`config.mk`:
```
export PLATFORM = sky130hd
export DESIGN_NAME = key_debounce_mc
export DESIGN_NICKNAME = d
export VERILOG_FILES = /design/src/rtl/key_debounce_mc.sv
export SDC_FILE = /design/constraint.sdc
export NUM_CORES = 1
export LEC_CHECK = 0
export CORE_MARGIN = 3
export CORE_UTILIZATION = 45
export CTS_CLUSTER_SIZE = 28
export DETAILED_ROUTE_END_ITERATION = 8
export PLACE_DENSITY = 0.7
export SYNTH_ARGS = -nofsm -noshare
export SYNTH_HDL_FRONTEND = slang
export SYNTH_SLANG_ARGS = --single-unit
```
`constraint.sdc`:
```
create_clock -name clk -period 3 [get_ports clk]
set_input_delay 0.3 -clock clk [delete_from_list [all_inputs] [get_ports clk]]
set_output_delay 0.3 -clock clk [all_outputs]
set_load 0.05 [all_outputs]
```
`src/rtl/key_debounce_mc.sv`:
```
// key_debounce_mc: per-channel key debouncer with press/release/long/repeat pulses.
module key_debounce_mc #(
  parameter int N_KEYS     = 4,
  parameter int DEB_CYC    = 1_000_000,
  parameter int LONG_CYC   = 50_000_000,
  parameter int REP_CYC    = 10_000_000,
  parameter bit ACTIVE_LOW = 1,
  parameter bit REPEAT_EN  = 1
) (
  input  logic              clk,
  input  logic              rstn,
  input  logic [N_KEYS-1:0] key_in,
  output logic [N_KEYS-1:0] key_state,
  output logic [N_KEYS-1:0] press_pulse,
  output logic [N_KEYS-1:0] release_pulse,
  output logic [N_KEYS-1:0] long_pulse,
  output logic [N_KEYS-1:0] repeat_pulse
);
  localparam int DW   = $clog2(DEB_CYC);
  localparam int HMAX = LONG_CYC > REP_CYC ? LONG_CYC : REP_CYC;
  localparam int HW   = $clog2(HMAX);
  localparam logic [N_KEYS-1:0] IDLE = ACTIVE_LOW ? '1 : '0;
  typedef enum logic [1:0] {REL, CHK_P, HELD, CHK_R} st_t;
  logic [N_KEYS-1:0] s1, s2, r;
  always_ff @(posedge clk or negedge rstn)
    if (!rstn) begin
      s1 <= IDLE;
      s2 <= IDLE;
    end else begin
      s1 <= key_in;
      s2 <= s1;
    end
  assign r = ACTIVE_LOW ? ~s2 : s2;
  genvar g;
  for (g = 0; g < N_KEYS; g++) begin : ch
    st_t st;
    logic [DW-1:0] dcnt;
    logic [HW-1:0] hcnt;
    logic lng, ks, pp, rp, lp, qp;
    logic dterm, lterm, rterm, hold;
    assign dterm = dcnt == DW'(DEB_CYC - 1);
    assign lterm = !lng && hcnt == HW'(LONG_CYC - 1);
    assign rterm = lng && REPEAT_EN && hcnt == HW'(REP_CYC - 1);
    // a pressed sample in CHK_R counts as hold time, so a glitch costs only its own length
    assign hold  = r[g] && (st == HELD || st == CHK_R);
    always_ff @(posedge clk or negedge rstn)
      if (!rstn) begin
        st   <= REL;
        dcnt <= '0;
        hcnt <= '0;
        lng  <= 1'b0;
        ks   <= 1'b0;
        pp   <= 1'b0;
        rp   <= 1'b0;
        lp   <= 1'b0;
        qp   <= 1'b0;
      end else begin
        pp <= 1'b0;
        rp <= 1'b0;
        lp <= 1'b0;
        qp <= 1'b0;
        if (hold) begin
          if (lterm) begin
            lp   <= 1'b1;
            lng  <= 1'b1;
            hcnt <= '0;
          end else if (rterm) begin
            qp   <= 1'b1;
            hcnt <= '0;
          end else if (!lng || REPEAT_EN) hcnt <= hcnt + HW'(1);
        end
        case (st)
          REL: if (r[g]) begin
            st   <= CHK_P;
            dcnt <= '0;
          end
          CHK_P: if (!r[g]) st <= REL;
          else if (dterm) begin
            st   <= HELD;
            dcnt <= '0;
            ks   <= 1'b1;
            pp   <= 1'b1;
            hcnt <= '0;
            lng  <= 1'b0;
          end else dcnt <= dcnt + DW'(1);
          HELD: if (!r[g]) begin
            st   <= CHK_R;
            dcnt <= '0;
          end
          default: if (r[g]) st <= HELD;
          else if (dterm) begin
            st   <= REL;
            dcnt <= '0;
            ks   <= 1'b0;
            rp   <= 1'b1;
            lng  <= 1'b0;
          end else dcnt <= dcnt + DW'(1);
        endcase
      end
    assign key_state[g]     = ks;
    assign press_pulse[g]   = pp;
    assign release_pulse[g] = rp;
    assign long_pulse[g]    = lp;
    assign repeat_pulse[g]  = qp;
  end
endmodule

```
# Word level (Yosys, flattened, before mapping)
# Index checks and enable logic that the tools add are counted.
[classes] reduce_logical=48 addsub=8 bitwise_logic=5 n_eq_ne=48 mul=0 n_lt_le_gt_ge=0 mux=160 shift=0 n_div=0
[op_table] cell="$mux 26" count=24
[op_table] cell="$mux 20" count=20
[op_table] cell="$pmux 20 s3" count=4
[op_table] cell="$add 26x1->26 const B" count=4
[op_table] cell="$eq 26x24->1 const B" count=4
[op_table] cell="$eq 26x26->1 const B" count=4
[op_table] cell="$add 20x1->20 const B" count=4
[op_table] cell="$eq 20x20->1 const B" count=4
[op_table] cell="$mux 1" count=76
[op_table] cell="$mux 2" count=24
[op_table] cell="$reduce_and 4->1" count=12
[op_table] cell="$ne 2x2->1 const B" count=12
[op_table] cell="$pmux 2 s3" count=4
[op_table] cell="$eq 2x2->1 const B" count=8
[op_table] cell="$pmux 1 s2" count=8
[op_table] cell="$reduce_bool 4->1" count=4
[op_table] cell="$logic_and 1x1->1" count=12
[op_table] cell="$ne 3x1->1 const B" count=4
[op_table] cell="$ne 3x3->1 const B" count=4
[op_table] cell="$reduce_or 3->1" count=4
[op_table] cell="$eq 2x1->1 const B" count=4
[op_table] cell="$logic_not 2->1" count=4
[op_table] cell="$ne 2x1->1 const B" count=4
[op_table] cell="$reduce_or 2->1" count=4
[op_table] cell="4 further kinds" count=13
[word_totals] register_bits=224 wordCells=307 romBits=0 input_bits=6 latchBits=0 ramBits=0 output_inout_bits=20 mem_count=0

# Longest topological paths before layout
# Gate-level depths: netlist of run 1.
[depth] depth_word=8 mapped_depth=10 ltp_nobuf=7

# Least setup slack after synthesis of run 1
# Ideal clock, no wire load.
[synth_timing] path_type="reg-to-reg" from="register with a tool-made name" to="register ch[1].dcnt[19]" setup_slack_ps=736 setup_ps=78 path_stages_with_launch=9 required_time_ps=2922 arrival_time_ps=2186 synth_period_minus_slack_ps=2264 path_cell_list="dfrtp_1 -> inv_1 -> ha_1 -> clkbuf_1 -> nor2_1 -> mux2i_1 -> or4_1 -> or3_1 -> a21oi_1"
[synth_lines] item="to (signal assigned)" line_no="85" text="end else dcnt <= dcnt + DW'(1);"
[synth_lines] item="to (signal assigned)" line_no="97" text="end else dcnt <= dcnt + DW'(1);"
[synth_lines] item="to (decl)" line_no="37" text="logic [DW-1:0] dcnt;"

# Final worst setup path of run 1
[layout_timing] from="register ch[2].hcnt[18]" to="register ch[2].hcnt[10]"
[layout_between] elab_chain_len=8 word_cells_on_any_way=10 classes_between="eq/ne: 2; mux: 6; reduce/logical: 2"
[layout_lines] item="from (decl)" line_no="38" text="logic [HW-1:0] hcnt;"
[layout_lines] item="from (signal assigned)" line_no="70" text="end else if (!lng || REPEAT_EN) hcnt <= hcnt + HW'(1);"
[layout_lines] item="$eq 26x24->1" line_no="43" text="assign rterm = lng && REPEAT_EN && hcnt == HW'(REP_CYC - 1);"
[layout_lines] item="$logic_and 1x1->1" line_no="43"
[layout_lines] item="$mux 26" line_no="67" text="end else if (rterm) begin"
[layout_lines] item="$mux 26 *" line_no="63" text="if (lterm) begin"
[layout_lines] item="$mux 26 *" line_no="62" text="if (hold) begin"
[layout_lines] item="$mux 26" line_no="78" text="else if (dterm) begin"
[layout_lines] item="$mux 26" line_no="77" text="CHK_P: if (!r[g]) st <= REL;"
[layout_lines] item="$mux 26 *" line_no="72" text="case (st)"
# Mark *: on every way between the ends. The rest lies on a longest branch, timed or not.
# A chain may end at the register's enable or synchronous reset.

==> flow_metrics.tcl, run 1 <==
set metrics [dict create \
    status "complete, no violations" \
    grt_antenna_before_repair 0 \
    dr_wl_met2_mm 13.2 \
    synthXorXnorAreaFrac_pct 7.49 \
    arrival_ps 2960 \
    initial_core_util_pct 45.9 \
    avgSynthCellArea_um2 9.23 \
    synth-async-reset-ratio_pct 100 \
    ios 26 \
    critPathLaunchType "flip-flop" \
    reg2reg_slack_ps 410 \
    nets 1449 \
    clkTransAtPathRegs_ps 60 \
    hpwl_mm 19.3 \
    relSlewSlack_pct 42.3 \
    ys_seq_area_share_pct 43.7 \
    synth_warnings 0 \
    synth_fa_ha_area_share_pct 3.02 \
    drc 0 \
    ctsHtreeMaxLevel 1 \
    die_w_um 175 \
    muxShareOfSynthArea_pct 1.41 \
    ys_ff_latch 224 \
    p_per_area_nw_per_um2 642 \
    fin_util_pct 51.3 \
    cp.required_ps 3380 \
    drt_iter0_drc 914 \
    grt_max_degree 87 \
    gp_congestion 0.917 \
    num_rows 61 \
    place_inst 1761 \
    fin_total_pwr_mw 9.22 \
    ys_top_cells_by_area "dfrtp_1 (42%), nor2_1 (5.5%), xnor2_1 (4.6%), nand2_1 (3.1%), nand4_1 (3.1%)" \
    cts_tree "yes" \
    wl_mm 28.2 \
    coreArea_um2 28000 \
    synth_top_area_share_pct 42.0 \
    maxSlewViolCount 0 \
    cts_hold_buf 1 \
    viasPerCell 5.81 \
    die_area_um2 30600 \
    hold_path.class "in -> reg" \
    max_cap_viol_count 0 \
    dr_total_vias 10500 \
    clkLatencyLatePin_ps 530 \
    path_max_fanout 16 \
    min_period_over_period_pct 86.2 \
    p_leak_nw 5.87 \
    rsz0062_at_grt "no" \
    synthTopCellsByCount "dfrtp_1 (216), nor2_1 (187), nand2_1 (107)" \
    synth_enable_flop_cells 0 \
    cts_resized 0 \
    clock-sinks 224 \
    synthSimpleGateAreaFrac_pct 28.8 \
    period_needed_ps 2590 \
    wl_per_cell_um 15.6 \
    overflow 0 \
    grt_pass1_vias 10200 \
    setup_viol 0 \
    wl_met3_mm 1.04 \
    syn_nets 1430 \
    grt_pass1_wl_mm 49.0 \
    drt-pass1-iter-count 5 \
    cp-end-kind "flip-flop" \
    routed.top_layer "met4" \
    drive_gt1_share_pct 8.52 \
    critPathKind "reg -> reg" \
    vdd.ir_drop.worst_mv 0.388 \
    synth_area_um2 12900 \
    whs_ps 181 \
    synth_compound_area_share_pct 12.0 \
    cts_buffer_depth 3 \
    clock_tree.root_cell "clkbuf_16" \
    areaGrowthSynthToFinish_pct 11.6 \
    cts_setup_buffers 0 \
    fmax_mhz 387 \
    synthMostInstantiatedCell "dfrtp_1" \
    final_cells 1810 \
    wl_met1_mm 13.4 \
    grt_usage_pct 18.4 \
    worstMarginPinSlew_ps 858 \
    ant_nets 0 \
    syn_inst 1393 \
    setup_tns_ps 0 \
    synthFlopType "dfrtp_1" \
    ys_types 87 \
    cts_buffers 26 \
    diodes 0 \
    numPortBuffers 25 \
    synth_top_family_by_area "simple AND/OR/NAND/NOR gates" \
    hold_viol 0 \
    dieHeight_um 175 \
    yosysTopAreaCell "dfrtp_1" \
    finClkSkew_ps 9.07 \
]
[report_power, final]
part	switching [mW]	internal (mW)	leakage (nW)	total [mW]
combinational	1.50	0.932	2.41	2.43
sequential	0.346	3.30	3.04	3.64
clock	1.29	1.86	0.420	3.14
[critical path, stage by stage (launching register included)]
cell and delay, ps:
dfrtp_1 410, or4b_1 580, nor4_1 360, a22oi_1 330, o21bai_2 630, nor2_1 120
[metrics by stage]
stage          setup slack, ps  cell area, um^2
2_1_floorplan              736            12900
3_3_place_gp               558            13500
3_5_place_dp               415            13500
4_1_cts                    402            14400
5_1_grt                    239            14400
6_report                   413            14400
[cell type report]
class / count / area, um^2
clock buffers: 36 / 759
clock inverters: 12 / 100
fillers: 2539 / 13700
inverters: 37 / 139
multi-input cells: 1070 / 6780
flip-flops and latches: 224 / 5620
well taps: 378 / 473
repair buffers: 53 / 493
[state kept, by name, indices dropped and copies added (netlist names), named ones only]
| register | count |
|---|---|
| ch.hcnt | 104 |
| ch.dcnt | 80 |
| ch.ks | 4 |
| ch.lng | 4 |
| ch.lp | 4 |
| ch.pp | 4 |
| ch.qp | 4 |
| ch.rp | 4 |
| ch.st | 4 |
| s1 | 4 |
| s2 | 4 |
[path summary, 6_finish.rpt]
kind	from	endpoint	depth (start not counted)
max	ch[2].hcnt[18]	ch[2].hcnt[10]	5
min	key_in[0]	s1[0]	1
max reg2reg	ch[2].hcnt[18]	ch[2].hcnt[10]	5
min reg2reg	s1[0]	s2[0]	0
max in group asynchronous	rstn	s2[3]	3
min in group asynchronous	rstn	asynchronous set/reset pin	2
[cells by family after synthesis]
logic type      count (synthesis)
buf+inv                        99
compound gates                221
simple gates                  691
fa+ha+maj                      31
mux                            17
flops                         224
xor+xnor                      110
[layout by cell type, fill, tap and decap left out, types with 11 or more instances in the layout]
cell type / count
a211oi_1: 11
a21oi_1: 42
a22o_1: 15
a31oi_1: 31
and2_1: 11
and3_1: 31
and4_1: 15
buf_4: 25
clkbuf_16: 27
clkdlybuf4s50_1: 24
dfrtp_1: 216
ha_1: 31
inv_1: 37
nand2_1: 107
nand3_1: 72
nand4_1: 63
nor2_1: 187
nor3_1: 46
nor4_1: 42
o21ai_0: 13
o21ai_1: 19
or3_1: 18
or4_1: 17
xnor2_1: 67
xor2_1: 43
[routing by layer]
| metal | global-route usage [%] | vias up |
|---|---|---|
| met5 | 0 | - |
| met4 | 5.39 | 0 |
| met3 | 2.39 | 53 |
| met2 | 30.0 | 228 |
| met1 | 25.7 | 5107 |
| li1 | - | 5127 |
(Power assumes the default switching activity.)
==> run 2: changes to the inputs <==
Settings changed: CORE_MARGIN 3 to 2, CTS_CLUSTER_SIZE 28 to not set, SLEW_MARGIN set to 20.
==> run 2 against run 1 <==
Net effect: final cell count hardly changed; maximum frequency shrank 1.1%; sequential share of layout area decreased by 0.051 points; sequential cell count unchanged; non-clock buffer count grew 1; worst hold slack worse by 2.3 ps; first-iteration DRC count down 8.0%; register-to-register slack lost 30 ps; largest cell class unchanged; largest power group unchanged; highest routed layer unchanged; utilization rose by 0.21 points.
==> flow_metrics.tcl, run 2 (same netlist as run 1, synthesis figures left out) <==
set metrics [dict create \
    status "complete, no violations" \
    diodes 0 \
    numPortBuffers 25 \
    fin_total_pwr_mw 9.22 \
    finClkSkew_ps 9.09 \
    min_path_cells 1 \
    initial_core_util_pct 46.0 \
    areaGrowthSynthToFinish_pct 11.8 \
    maxSlewViolCount 0 \
    ant_nets 0 \
    wl_per_cell_um 15.5 \
    power.share.combinational_pct 26.2 \
    dieHeight_um 173 \
    drive_gt1_share_pct 8.51 \
    hold_viol 0 \
    arrival_ps 2990 \
    grt_usage_pct 18.6 \
    cts_tree "yes" \
    layout_common_cells "dfrtp_1 (216), nor2_1 (187), nand2_1 (107)" \
    drc 0 \
    grt_max_degree 59 \
    clock_tree.root_cell "clkbuf_16" \
    period_needed_ps 2620 \
    coreArea_um2 27900 \
    p_sw_mw 3.07 \
    ios 26 \
    hpwl_mm 19.3 \
    clkLatencyLatePin_ps 520 \
    setup_tns_ps 0 \
    cp-end-kind "flip-flop" \
    drt-pass1-iter-count 5 \
    min_period_over_period_pct 87.2 \
    reg2reg_depth 5 \
    die_w_um 173 \
    top_register "ch.hcnt" \
    gp_congestion 0.915 \
    seqPwrFrac_pct 39.6 \
    intPower_mw 6.15 \
    final_common_cell "dfrtp_1" \
    setup_viol 0 \
    cts_buffer_depth 3 \
    num_rows 61 \
    clock-sinks 224 \
    wl_mm 28.0 \
    worstMarginPinSlew_ps 927 \
    clkPwrFrac_pct 34.2 \
    rsz0062_at_grt "no" \
    fin_util_pct 51.5 \
    path_max_fanout 16 \
    dr_total_vias 10500 \
    grt_pass1_wl_mm 48.7 \
    hold_path.class "in -> reg" \
    final_cells 1811 \
    largest_reg_flops 104 \
    nets 1450 \
    max_cap_viol_count 0 \
    cts_buffers 26 \
    place_inst 1762 \
    p_leak_nw 5.89 \
    critPathKind "reg -> reg" \
    reg_top3 "ch.hcnt: 104 flops, ch.dcnt: 80 flops" \
    viasPerCell 5.82 \
    critPathLaunchType "flip-flop" \
    power.share.switching_pct 33.3 \
    vdd.ir_drop.worst_mv 0.495 \
    p_per_area_nw_per_um2 641 \
    ctsHtreeMaxLevel 1 \
    overflow 0 \
    cts_resized 0 \
    nFillCells 2587 \
    grt_pass1_vias 10000 \
    fmax_mhz 382 \
    drt_iter0_drc 841 \
    cp.required_ps 3370 \
    relSlewSlack_pct 37.7 \
    die_area_um2 29900 \
    grt_antenna_before_repair 0 \
    clkTransAtPathRegs_ps 60 \
]
## run 2: changes by cell type in the layout (fill, tap and decap cells not counted)
cell        before  now
clkinvlp_4       3    1
clkbuf_1         4    5
buf_4           25   26
clkinv_2         6    8
bufinv_16        1    2
clkinv_4         2    0
## run 2: final timing paths
check	slack, ps	endpoint	startpoint
max	380	ch[2].hcnt[4]	ch[2].hcnt[18]
min	180	s1[0]	key_in[0]
max reg2reg	380	ch[2].hcnt[4]	ch[2].hcnt[18]
min reg2reg	360	s2[3]	s1[3]
max in group asynchronous	1880	ch[0].hcnt[14]	rstn
min in group asynchronous	300	ch[2].hcnt[1]	rstn
## run 2: routing by layer
layer	vias up	part of all wire [%]	global-route usage (%)
met4	0	1.7	5.08
li1	5135	-	-
met5	-	0	0
met1	5114	47	25.8
met2	244	47	30.8
met3	38	4.1	2.29
## run 2: power by group through the flow
stage          Combinational (mW)  Sequential, mW  Clock [mW]
2_1_floorplan                1.80            3.60           0
3_3_place_gp                 2.36            3.68           0
4_1_cts                      2.43            3.64        3.24
6_report                     2.42            3.65        3.16
5_1_grt                      2.74            3.70        3.37
3_5_place_dp                 2.42            3.69           0
## run 2: layout make-up
cell class                      instances  area, um^2  area share, %
Timing Repair Buffer                   54         500           3.48
Clock buffer                           37         763           5.31
Tap cell                              378         473           3.29
Sequential cell                       224        5620           39.1
Clock inverter                         11         108          0.749
Multi-Input combinational cell       1070        6780           47.1
Inverter                               37         139          0.966
## run 2: repair_timing
| action | CTS | global route |
|---|---|---|
| setup buffers | 0 | 0 |
| endpoints found under the hold margin | 52 | 0 |
| setup endpoints to repair | 0 | 0 |
| hold buffers | 1 | 0 |
## run 2: critical path, stage by stage, from the launching register on
cell      delay (ps)
dfrtp_1          410
or4b_1           590
nor4_1           370
a22oi_1          350
o21bai_2         620
nor2_1           120
## run 2: through the flow
| step | hold slack, ps | setup WS (ps) | instance area, um^2 |
|---|---|---|---|
| floorplan | 4.41 | 736 | 12900 |
| global placement | 263 | 553 | 13500 |
| detailed placement | 272 | 367 | 13500 |
| CTS | 161 | 356 | 14400 |
| global route | 163 | 119 | 14400 |
| finish | 179 | 383 | 14400 |
==> run 3: changes to the inputs <==
--- a/config.mk
+++ b/config.mk
@@ -9,5 +9,7 @@
 export CORE_UTILIZATION = 45
 export DETAILED_ROUTE_END_ITERATION = 8
+export MAX_ROUTING_LAYER = met4
 export PLACE_DENSITY = 0.7
+export SKIP_LAST_GASP = 1
 export SLEW_MARGIN = 20
 export SYNTH_ARGS = -nofsm -noshare
==> constraint.sdc (replaced) <==
create_clock -name clk -period 3 [get_ports clk]
set_input_delay 0.6 -clock clk [delete_from_list [all_inputs] [get_ports clk]]
set_output_delay 0.6 -clock clk [all_outputs]
set_load 0.05 [all_outputs]
==> run 3 against run 2 <==
Net effect: clock power about the same; global-route usage increased by 0.61 points; wire length decreased by 0.22%; sequential share of layout area about the same; die area unchanged; sequential power about the same; utilization about the same; design area about the same; first-iteration DRC count increased by 17%; largest cell class unchanged; largest power group unchanged; highest routed layer unchanged.
==> flow_metrics.tcl, run 3 (same netlist as run 1, synthesis figures left out) <==
set metrics [dict create \
    layout_common_cells "dfrtp_1 (216), nor2_1 (187), nand2_1 (107)" \
    clock_tree.root_cell "clkbuf_16" \
    grt_max_degree 62 \
    clkLatencyLatePin_ps 520 \
    path_max_fanout 10 \
    wl_per_cell_um 15.5 \
    drive_gt1_share_pct 8.46 \
    finClkSkew_ps 9.78 \
    die_w_um 173 \
    reg2reg_slack_ps 530 \
    grt_usage_pct 19.2 \
    grt_pass1_wl_mm 48.7 \
    viasPerCell 5.84 \
    fmax_mhz 405 \
    status "complete, no violations" \
    r2r-start "ch[2].hcnt[18]" \
    drt_iter0_drc 984 \
    cp-end-kind "flip-flop" \
    reg_top3 "ch.hcnt: 104 flops, ch.dcnt: 80 flops" \
    cts_buffers 25 \
    setup_viol 0 \
    cts_resized 0 \
    cts_tree "yes" \
    period_needed_ps 2470 \
    wl_mm 28.0 \
    hold_viol 0 \
    min_period_over_period_pct 82.4 \
    max_cap_viol_count 0 \
    cts_setup_buffers 0 \
    nets 1451 \
    dr_total_vias 10600 \
    ios 26 \
    drt-pass1-iter-count 5 \
    worstMarginPinSlew_ps 812 \
    relSlewSlack_pct 45.9 \
    p_per_area_nw_per_um2 643 \
    overflow 0 \
    whs_ps 19.4 \
    areaGrowthSynthToFinish_pct 11.7 \
    diodes 0 \
    setup_tns_ps 0 \
    p_leak_nw 5.89 \
    clkTransAtPathRegs_ps 60 \
    reg2reg_depth 6 \
    final_common_cell "dfrtp_1" \
    ctsHtreeMaxLevel 1 \
    gp_congestion 0.922 \
    clock-sinks 224 \
    rsz0062_at_grt "no" \
    num_rows 61 \
    cp.required_ps 3400 \
    critPathLaunchType "flip-flop" \
    critPathKind "reg -> reg" \
    coreArea_um2 27900 \
    hpwl_mm 19.2 \
    maxSlewViolCount 0 \
    initial_core_util_pct 46.0 \
    cts_hold_buf 0 \
    largest_reg_flops 104 \
    drc 0 \
    top_register "ch.hcnt" \
    cts_buffer_depth 3 \
    rr_endpoint "ch[2].hcnt[5]" \
    grt_antenna_before_repair 0 \
    ant_nets 0 \
    vdd.ir_drop.worst_mv 0.373 \
    dieHeight_um 173 \
    numPortBuffers 25 \
    hold_path.class "in -> async" \
    arrival_ps 2880 \
    die_area_um2 29900 \
    grt_pass1_vias 10000 \
]
[run 3: changes by cell type in the layout (fill, tap and decap cells not counted)]
cell           change
buf_4              +3
bufinv_16          +1
clkbuf_16          -2
clkbuf_8           +2
clkinv_2           -4
clkinvlp_4         -1
dlygate4sd3_1      -1
[run 3: layout make-up]
type	instances	area, um^2
Multi-Input combinational cell	1070	6780
Fill cell	2588	13600
Tap cell	378	473
Clock inverter	7	110
Timing Repair Buffer	56	513
Clock buffer	37	741
Sequential cell	224	5620
Inverter	37	139
[run 3: how the worst max path moves through the flow]
stage / from / to / cells past startpoint
2_1_floorplan: flip-flop / ch[1].dcnt[19] / 8
3_3_place_gp: ch[1].hcnt[8] / ch[1].hcnt[4] / 5
3_5_place_dp: ch[1].hcnt[8] / ch[1].hcnt[10] / 5
4_1_cts: ch[2].hcnt[18] / ch[2].hcnt[2] / 6
5_1_grt: flip-flop / ch[0].hcnt[18] / 7
6_report: ch[2].hcnt[18] / ch[2].hcnt[5] / 6
[run 3: metal layers]
layer  up-vias  GRT usage [%]  part of all wire, %
met5         -              -                    0
met4         0           5.19                  2.3
met3        61           2.79                  4.1
met2       238           30.8                   47
met1      5136           25.6                   47
li1       5129              -                    -
[run 3: where the power goes]
group / total (mW) / internal (mW) / switching [mW]
logic: 2.44 / 0.931 / 1.51
registers: 3.65 / 3.30 / 0.352
clock network: 3.15 / 1.95 / 1.20
total: 9.24 / 6.18 / 3.06
[run 3: critical path, stage by stage, from the launching register on]
cell and delay [ps]:
dfrtp_1 400, or4b_1 570, nor4_1 350, a22oi_1 320, o21bai_2 390, buf_4 240
nor2_1 60
[run 3: through the flow]
stage	instance area (um^2)	instances	utilization (%)	setup slack, ps	power (mW)
after global routing	14400	1809	51.4	339	9.80
after floorplan	12900	1393	-	736	5.40
after detailed placement	13500	1765	48.4	522	6.13
after global placement	13500	1765	48.4	614	6.05
after CTS	14400	1809	51.4	527	9.33
final	14400	1809	51.4	529	9.24
